==> src/rtl/fetch_stage.sv <==
// rtl/fetch_stage.sv - instruction fetch stage with PC, 1-entry skid buffer and redirect flush
module fetch_stage #(
    parameter logic [31:0] RESET_PC  = 32'h0000_0000,
    parameter logic [31:0] NOP_INSTR = 32'h0000_0013
) (
    input  logic        clk,
    input  logic        rst,
    output logic [31:0] imem_addr,
    output logic        imem_req,
    input  logic [31:0] imem_rdata,
    input  logic        stall,
    input  logic        redirect_valid,
    input  logic [31:0] redirect_pc,
    output logic [31:0] instr,
    output logic [31:0] instr_pc,
    output logic        instr_valid
);

    logic [31:0] pc;
    logic        pending;
    logic [31:0] pend_pc;
    logic        skid_valid;
    logic [31:0] skid_instr;
    logic [31:0] skid_pc;
    logic        out_free;

    // Only request when the response is guaranteed a landing slot next edge.
    assign imem_req  = !rst && !redirect_valid && !skid_valid && !(stall && instr_valid && pending);
    assign imem_addr = pc;
    assign out_free  = !instr_valid || !stall;

    always_ff @(posedge clk or posedge rst) begin
        if (rst) begin
            pc          <= RESET_PC & ~32'h3;
            pending     <= 1'b0;
            pend_pc     <= 32'h0;
            skid_valid  <= 1'b0;
            skid_instr  <= NOP_INSTR;
            skid_pc     <= 32'h0;
            instr_valid <= 1'b0;
            instr       <= NOP_INSTR;
            instr_pc    <= 32'h0;
        end else if (redirect_valid) begin
            pc          <= redirect_pc & ~32'h3;
            pending     <= 1'b0;
            skid_valid  <= 1'b0;
            instr_valid <= 1'b0;
            instr       <= NOP_INSTR;
        end else begin
            if (imem_req) begin
                pending <= 1'b1;
                pend_pc <= pc;
                pc      <= pc + 32'd4;
            end else begin
                pending <= 1'b0;
            end

            if (skid_valid && out_free) begin
                instr_valid <= 1'b1;
                instr       <= skid_instr;
                instr_pc    <= skid_pc;
                skid_valid  <= 1'b0;
            end else if (pending && out_free) begin
                instr_valid <= 1'b1;
                instr       <= imem_rdata;
                instr_pc    <= pend_pc;
            end else if (pending) begin
                // Output is held by stall: park the arriving word.
                skid_valid <= 1'b1;
                skid_instr <= imem_rdata;
                skid_pc    <= pend_pc;
            end else if (out_free) begin
                instr_valid <= 1'b0;
                instr       <= NOP_INSTR;
            end
        end
    end

endmodule
==> config.mk <==
export PLATFORM = sky130hd
export DESIGN_NAME = fetch_stage
export DESIGN_NICKNAME = d
export VERILOG_FILES = /design/src/rtl/fetch_stage.sv
export SDC_FILE = /design/constraint.sdc
export NUM_CORES = 1
export LEC_CHECK = 0
export ABC_AREA = 1
export CAP_MARGIN = 20
export CORE_MARGIN = 4
export CORE_UTILIZATION = 55
export DETAILED_ROUTE_END_ITERATION = 8
export PLACE_DENSITY = 0.84
export SLEW_MARGIN = 20
export SYNTH_ARGS = -nofsm -noshare
export SYNTH_HDL_FRONTEND = slang
export SYNTH_SLANG_ARGS = --single-unit
==> constraint.sdc <==
create_clock -name clk -period 17.3 [get_ports clk]
set_input_delay 1.73 -clock clk [delete_from_list [all_inputs] [get_ports clk]]
set_output_delay 1.73 -clock clk [all_outputs]
set_load 0.03 [all_outputs]
# Word-level counts from Yosys, hierarchy flattened
# Index checks and enable logic that the tools add are counted.
[totals]
regBits = 195
latch_bits = 0
ramBits = 0
romBits = 0
inputBits = 68
output_inout_bits = 98
wordCells = 58
n_memories = 0
[classes]
n_addsub = 1
mul = 0
n_div = 0
magnitude_cmp = 0
eq_ne = 2
shift = 0
mux = 20
bitwise_logic = 3
reduce_logical = 23
[ops]
columns = ["op", "count"]
rows = [
  ["$mux 32", 9],
  ["$add 32x3->32 const B", 1],
  ["$mux 1", 11],
  ["$reduce_and 2->1", 4],
  ["$logic_and 1x1->1", 7],
  ["$logic_not 1->1", 6],
  ["$ne 4x2->1 const B", 1],
  ["$reduce_and 4->1", 1],
  ["$reduce_bool 2->1", 2],
  ["$reduce_bool 4->1", 1],
  ["$ne 3x3->1 const B", 1],
  ["$not 1->1", 3],
  ["$reduce_bool 3->1", 1],
  ["$logic_or 1x1->1", 1],
]

# Logic depth before layout (Yosys ltp)
# Gate-level depths: netlist of the first run.
[depth]
depth_word = 7
mapped_depth = 8
mapped_depth_nobuf = 8

# Worst setup path after synthesis of the first run
# No wires, ideal clock.
[synth_timing]
kind = "input to output"
from = "in redirect_valid"
to = "out imem_req"
arrival_ps = 2500
t_required_ps = 15570
path_slack_ps = 13070
stages = 5
path_buffers = 2
cell_sequence = "buf_6 nor2_4 nand3_4 clkbuf_1 inv_1"
[synth_between]
elab_chain_len = 4
[synth_rtl]
columns = ["element", "line", "text"]
rows = [
  ["start: declaration", "12", "input logic redirect_valid,"],
  ["$logic_not 1->1", "28", "assign imem_req = !rst && !redirect_valid && !skid_valid && !(stall && instr_valid && pending);"],
  ["$logic_and 1x1->1 (3 in a row)", "28", ""],
  ["end: declaration", "9", "output logic imem_req,"],
]
# No other way between the ends.

# Final worst setup path of the first run
# Same ends and word-level chain as after synthesis.

==> results.json, run 1 <==
{
  "status": "finished, final reports clean",
  "cts_max_level": 4,
  "final_cell_area_um2": 11000,
  "max_stage_delay_ns": 0.62,
  "clockBufferDepth": 2,
  "first_iter_violations": 640,
  "p_seq_share_pct": 46.3,
  "track_usage_pct": 25.3,
  "slowest_stage": "clkdlybuf4s50_1",
  "num_vias": 7726,
  "finalHoldViolCount": 0,
  "grt-ovfl-total": 0,
  "synth.avg_cell_area_um2": 8.06,
  "synth_edf_count": 0,
  "crit_required_ns": 15.57,
  "worstSetupStartpointType": "input port",
  "tightest_slew_ns": 1.08,
  "die_w_um": 134,
  "post_cts_resized": 0,
  "grt_first_pass_wirelength_mm": 36.9,
  "power.switching_uw": 355,
  "ys_seq_elements": 187,
  "hold_class": "flop to flop",
  "arrival_ns": 4.07,
  "clock-sinks": 187,
  "areaGrowthSynthToFinish_pct": 25.5,
  "crit_fanout": 71,
  "endpoint_kind": "output port",
  "ant_nets": 0,
  "drt_wl_total_mm": 21.9,
  "dp_hpwl_mm": 14.2,
  "drive_above_1_share_pct": 5.70,
  "antenna_found_initial": 0,
  "timing.final.crit_share_pct": 33.5,
  "async_reset_ff_share_pct": 100,
  "place_ws_ns": 11.51,
  "utilization_pct": 71.3,
  "setup_ws_ns": 11.50,
  "tns_ns": 0,
  "synth_flop_cell": "dfrtp_1",
  "fp-row-count": 45,
  "cp_cell_sequence": "clkdlybuf4s50_1 -> buf_4 -> nor2_4 -> nand3_4 -> buf_4 -> inv_1 -> clkdlybuf4s50_1",
  "drt_first_pass_iters": 5,
  "ctsRootBufferMaster": "clkbuf_16",
  "numPortBuffers": 159,
  "placed_cell_area_um2": 10400,
  "ys_seq_area_share_pct": 53.5,
  "grt_max_degree": 109,
  "clk_pin_slew_ns": 0.07,
  "power_density_nw_per_um2": 107,
  "slew_headroom_pct": 27.9,
  "power_uw": 1170,
  "critPathKind": "input port to output port",
  "setup_violations": 0,
  "core_area_um2": 15400,
  "tritoncts": "built",
  "drv_cap": 0,
  "yosysUniqueCellTypes": 36,
  "postCtsSetupBuffers": 0,
  "avgViaCountPerCell": 5.37,
  "clk_latency_ns": 0.44,
  "drc": 0,
  "sw_frac_of_total_pct": 30.3,
  "fin_skew_ns": 0.0112,
  "die_area_um2": 18000,
  "clock.fmax_mhz": 172,
  "gp_congestion": 0.933,
  "r2r_slack_ns": 14.67,
  "min_period_ns": 5.80,
  "route.detailed.wl_per_inst_um": 15.2,
  "die_y_um": 134,
  "antenna_cells": 0,
  "rsz0062_at_grt": "no",
  "internal_power_uw": 819,
  "ir_worst_vdd_mv": 0.0871,
  "cts_inserted_buffers": 17,
  "drv_slew": 0,
  "pwr-share-clk_pct": 33.3,
  "syn_area_um2": 8770,
  "ioPinCount": 166,
  "combPwrFrac_pct": 20.4,
  "initial_core_util_pct": 56.8,
  "p_leak_uw": 0.00529,
  "nets": 1285,
  "postCtsHoldBufs": 0,
  "first_global_vias": 7519,
  "yosys_warnings": 0,
  "synth_cells": 1087
}
==> state kept, by name (all words and copies together), names as in the netlist <==
name	flops
imem_addr	30
instr	32
skid_instr	32
instr_valid	1
pend_pc	30
pending	1
instr_pc	30
skid_pc	30
skid_valid	1
==> per-stage QoR <==
step / instances / hold slack [ns]
finish: 1440 / 0.475
global route: 1440 / 0.508
CTS: 1439 / 0.476
detailed placement: 1407 / 0.459
global placement: 1407 / 0.453
floorplan: 1090 / 0.443
==> placed cells by master (no fill, tap or decap), types with 2 or more instances in the layout <==
| cell | instances |
|---|---|
| nand3_1 | 83 |
| o21ai_0 | 96 |
| nor2_1 | 131 |
| clkdlybuf4s50_1 | 159 |
| a31oi_1 | 3 |
| o21ai_1 | 42 |
| nor2_2 | 2 |
| bufinv_16 | 2 |
| a21boi_0 | 13 |
| conb_1 | 4 |
| inv_6 | 3 |
| inv_1 | 89 |
| dfrtp_1 | 181 |
| mux2_4 | 9 |
| clkinv_4 | 2 |
| buf_4 | 5 |
| dfstp_2 | 6 |
| clkinv_2 | 2 |
| clkbuf_8 | 2 |
| a22oi_1 | 9 |
| clkinvlp_4 | 5 |
| nand2_2 | 3 |
| inv_2 | 3 |
| a21oi_1 | 41 |
| nand2_1 | 301 |
| nor2_4 | 2 |
| clkbuf_16 | 17 |
==> cell families after synthesis <==
family,share of synthesized area (%)
AO/OA/AOI/OAI,12.7
XOR/XNOR,0.0999
multiplexers,1.67
AND/OR/NAND/NOR,24.5
flip-flops,53.5
other,0.0428
buffers and inverters,7.38
adder cells (fa/ha/maj),0.143
==> synthesized netlist by cell type (4+ instances only) <==
cell type | number | share of area [%]
o21ai_1 | 42 | 2.4
buf_6 | 4 | 0.51
nor2_1 | 131 | 5.6
clkbuf_1 | 24 | 1.0
dfstp_2 | 6 | 1.8
dfrtp_1 | 181 | 52
a21oi_1 | 41 | 2.3
buf_2 | 25 | 1.4
inv_1 | 90 | 3.9
a21boi_0 | 13 | 1.1
o21ai_0 | 96 | 5.5
mux2_4 | 9 | 1.5
nand3_1 | 83 | 4.7
buf_4 | 4 | 0.34
nand2_1 | 301 | 13
a22oi_1 | 9 | 0.77
==> power groups by stage <==
stage	registers, uW	logic [uW]	clock network, uW
after global routing	552	262	417
final	544	240	390
after floorplan	594	91.0	0
after detailed placement	550	239	0
after CTS	543	241	396
after global placement	547	233	0
==> cell type report <==
cell class	instances	area [um^2]
Inverter	94	358
Clock buffer	19	453
Tap cell	211	264
Clock inverter	13	143
Sequential cell	187	4690
Fill cell	1228	4430
Timing Repair Buffer	165	1640
Multi-Input combinational cell	751	3450
==> metal layers <==
layer	part of all wire, %	up-vias	GRT usage [%]
met5	0	-	0
met4	2.2	0	8.60
met3	7.2	40	4.99
met2	47	310	40.6
met1	44	3633	34.8
li1	-	3743	-
==> path summary, 6_finish.rpt <==
path	start	end	cells after the start
worst max-delay path	redirect_valid	imem_req	7
worst min-delay path	skid_pc[13]	skid_pc[13]	2
worst max register to register	instr_valid	skid_pc[9]	4
worst min register to register	skid_pc[13]	skid_pc[13]	2
max in group asynchronous	rst	imem_addr[20]	3
min in group asynchronous	rst	instr[15]	2
==> critical path: cells and delay by family <==
family,cells,cell delay [ns]
buf+inv,5,2.13
simple gates,2,0.16
No activity file was read; power rests on OpenSTA's default activity.
==> run 2, diff against run 1 <==
--- a/config.mk
+++ b/config.mk
@@ -8,9 +8,9 @@
 export ABC_AREA = 1
 export CAP_MARGIN = 20
 export CORE_MARGIN = 4
-export CORE_UTILIZATION = 55
+export CORE_UTILIZATION = 52
 export DETAILED_ROUTE_END_ITERATION = 8
-export PLACE_DENSITY = 0.84
+export PLACE_DENSITY = 0.8
 export SLEW_MARGIN = 20
 export SYNTH_ARGS = -nofsm -noshare
 export SYNTH_HDL_FRONTEND = slang
==> constraint.sdc (replaced) <==
create_clock -name clk -period 5.8 [get_ports clk]
set_input_delay 0.58 -clock clk [delete_from_list [all_inputs] [get_ports clk]]
set_output_delay 0.58 -clock clk [all_outputs]
set_load 0.03 [all_outputs]
==> run 2 against run 1 <==
Against the previous run:
- critical path depth down 2
- final area up 0.16%
- combinational power rose to 3.0 times the previous value
- largest power group unchanged
- sequential power rose to 3.0 times the previous value
- utilization down 4.6 points
- die area up 5.4%
- clock skew down 0.0028 ns
- highest routed layer unchanged
- hold slack worse by 0.0018 ns
==> results.json, run 2 (same netlist as run 1, synthesis figures left out) <==
{
  "status": "finished, final reports clean",
  "r2r-start": "instr_valid",
  "critPathKind": "flop to output port",
  "gp_congestion": 0.871,
  "r2r_end": "skid_instr[14]",
  "hold_slack_ns": 0.473,
  "drc": 0,
  "final_cell_mix": "nand2_1, dfrtp_1, clkdlybuf4s50_1, nor2_1, o21ai_0",
  "cts_max_level": 4,
  "clk_latency_ns": 0.43,
  "endpoint_kind": "output port",
  "worstSetupStartpointType": "flop",
  "finalHoldViolCount": 0,
  "grt_max_degree": 118,
  "ir_worst_vdd_mv": 0.222,
  "slew_headroom_pct": 28.6,
  "clock-sinks": 187,
  "timing.final.crit_share_pct": 60.6,
  "post_cts_resized": 0,
  "power_density_nw_per_um2": 320,
  "core_area_um2": 16500,
  "r2r_slack_ns": 3.18,
  "final_common_cell": "nand2_1",
  "die_area_um2": 19000,
  "ctsRootBufferMaster": "clkbuf_16",
  "drv_slew": 0,
  "rsz0062_at_grt": "no",
  "avgViaCountPerCell": 5.25,
  "max_stage_delay_ns": 0.79,
  "die_w_um": 138,
  "first_global_vias": 7206,
  "tns_ns": 0,
  "drv_cap": 0,
  "power_uw": 3530,
  "tightest_slew_ns": 1.07,
  "numPortBuffers": 159,
  "drt_wl_total_mm": 21.9,
  "postCtsHoldBufs": 0,
  "crit_fanout": 71,
  "drt_first_pass_iters": 5,
  "dp_hpwl_mm": 14.5,
  "antenna_found_initial": 0,
  "grt-ovfl-total": 0,
  "min_from": "skid_pc[12]",
  "ant_nets": 0,
  "clockBufferDepth": 2,
  "cp_cell_sequence": "inv_1 -> nand3_4 -> buf_4 -> inv_1 -> clkdlybuf4s50_1",
  "first_iter_violations": 539,
  "drive_above_1_share_pct": 5.70,
  "num_vias": 7604,
  "fp-row-count": 47,
  "die_y_um": 138,
  "hold_depth": 2,
  "cts_inserted_buffers": 17,
  "clock.fmax_mhz": 284,
  "setup.worst_path.start": "skid_valid",
  "crit_required_ns": 5.22,
  "track_usage_pct": 23.9,
  "route.detailed.wl_per_inst_um": 15.1,
  "areaGrowthSynthToFinish_pct": 25.7,
  "nets": 1285,
  "min_period_ns": 3.52,
  "hold_class": "flop to flop",
  "p_leak_uw": 0.00530,
  "clk_pin_slew_ns": 0.07,
  "tritoncts": "built",
  "slowest_stage": "inv_1",
  "hold_end": "skid_pc[12]",
  "setup_violations": 0,
  "postCtsSetupBuffers": 0,
  "reg_top3": "instr: 32 flops, skid_instr: 32 flops",
  "r2r_cells": 4,
  "fin_skew_ns": 0.00838,
  "arrival_ns": 2.94,
  "grt_first_pass_wirelength_mm": 35.5,
  "cp_common_cell": "inv_1",
  "ioPinCount": 166,
  "antenna_cells": 0,
  "initial_core_util_pct": 53.0
}
## run 2: layout make-up
type / instances / area, um^2
Clock buffer: 18 / 439
Clock inverter: 13 / 168
Fill cell: 1397 / 5510
Inverter: 94 / 360
Multi-Input combinational cell: 751 / 3450
Sequential cell: 187 / 4690
Tap cell: 220 / 275
Timing Repair Buffer: 165 / 1640
## run 2: critical path, delay by kind of cell (launching register included)
kind          cells  cell delay, ns
buf+inv           4            1.96
flops             1            0.41
simple gates      1            0.09
## run 2: worst max-delay path by stage
stage,depth (start not counted),endpoint,slack [ns]
floorplan,1,imem_addr[10],0.14
global placement,5,skid_instr[15],2.17
detailed placement,5,skid_instr[15],2.12
CTS,5,imem_req,2.29
global route,5,imem_req,2.09
finish,5,imem_req,2.28
## run 2: report_power, final
part / switching [uW] / total (uW) / leakage (uW) / internal, uW
logic: 421 / 710 / 0.00272 / 289
clock network: 504 / 1200 / 0.000286 / 691
registers: 130 / 1620 / 0.00230 / 1490
total: 1060 / 3530 / 0.00530 / 2470
## run 2: metal layers
layer	GRT usage [%]	part of all wire, %
met5	0	0
met4	8.29	2.1
met3	3.87	5.7
met2	38.5	47
met1	32.9	45
## run 2: through the flow
stage          cell area (um^2)  instances  worst slack [ns]  util, %
2_1_floorplan              8780       1090             0.145        -
3_3_place_gp              10400       1417              2.17     62.9
3_5_place_dp              10400       1417              2.12     62.9
4_1_cts                   11000       1448              2.29     66.6
5_1_grt                   11000       1448              2.09     66.7
6_report                  11000       1448              2.28     66.7
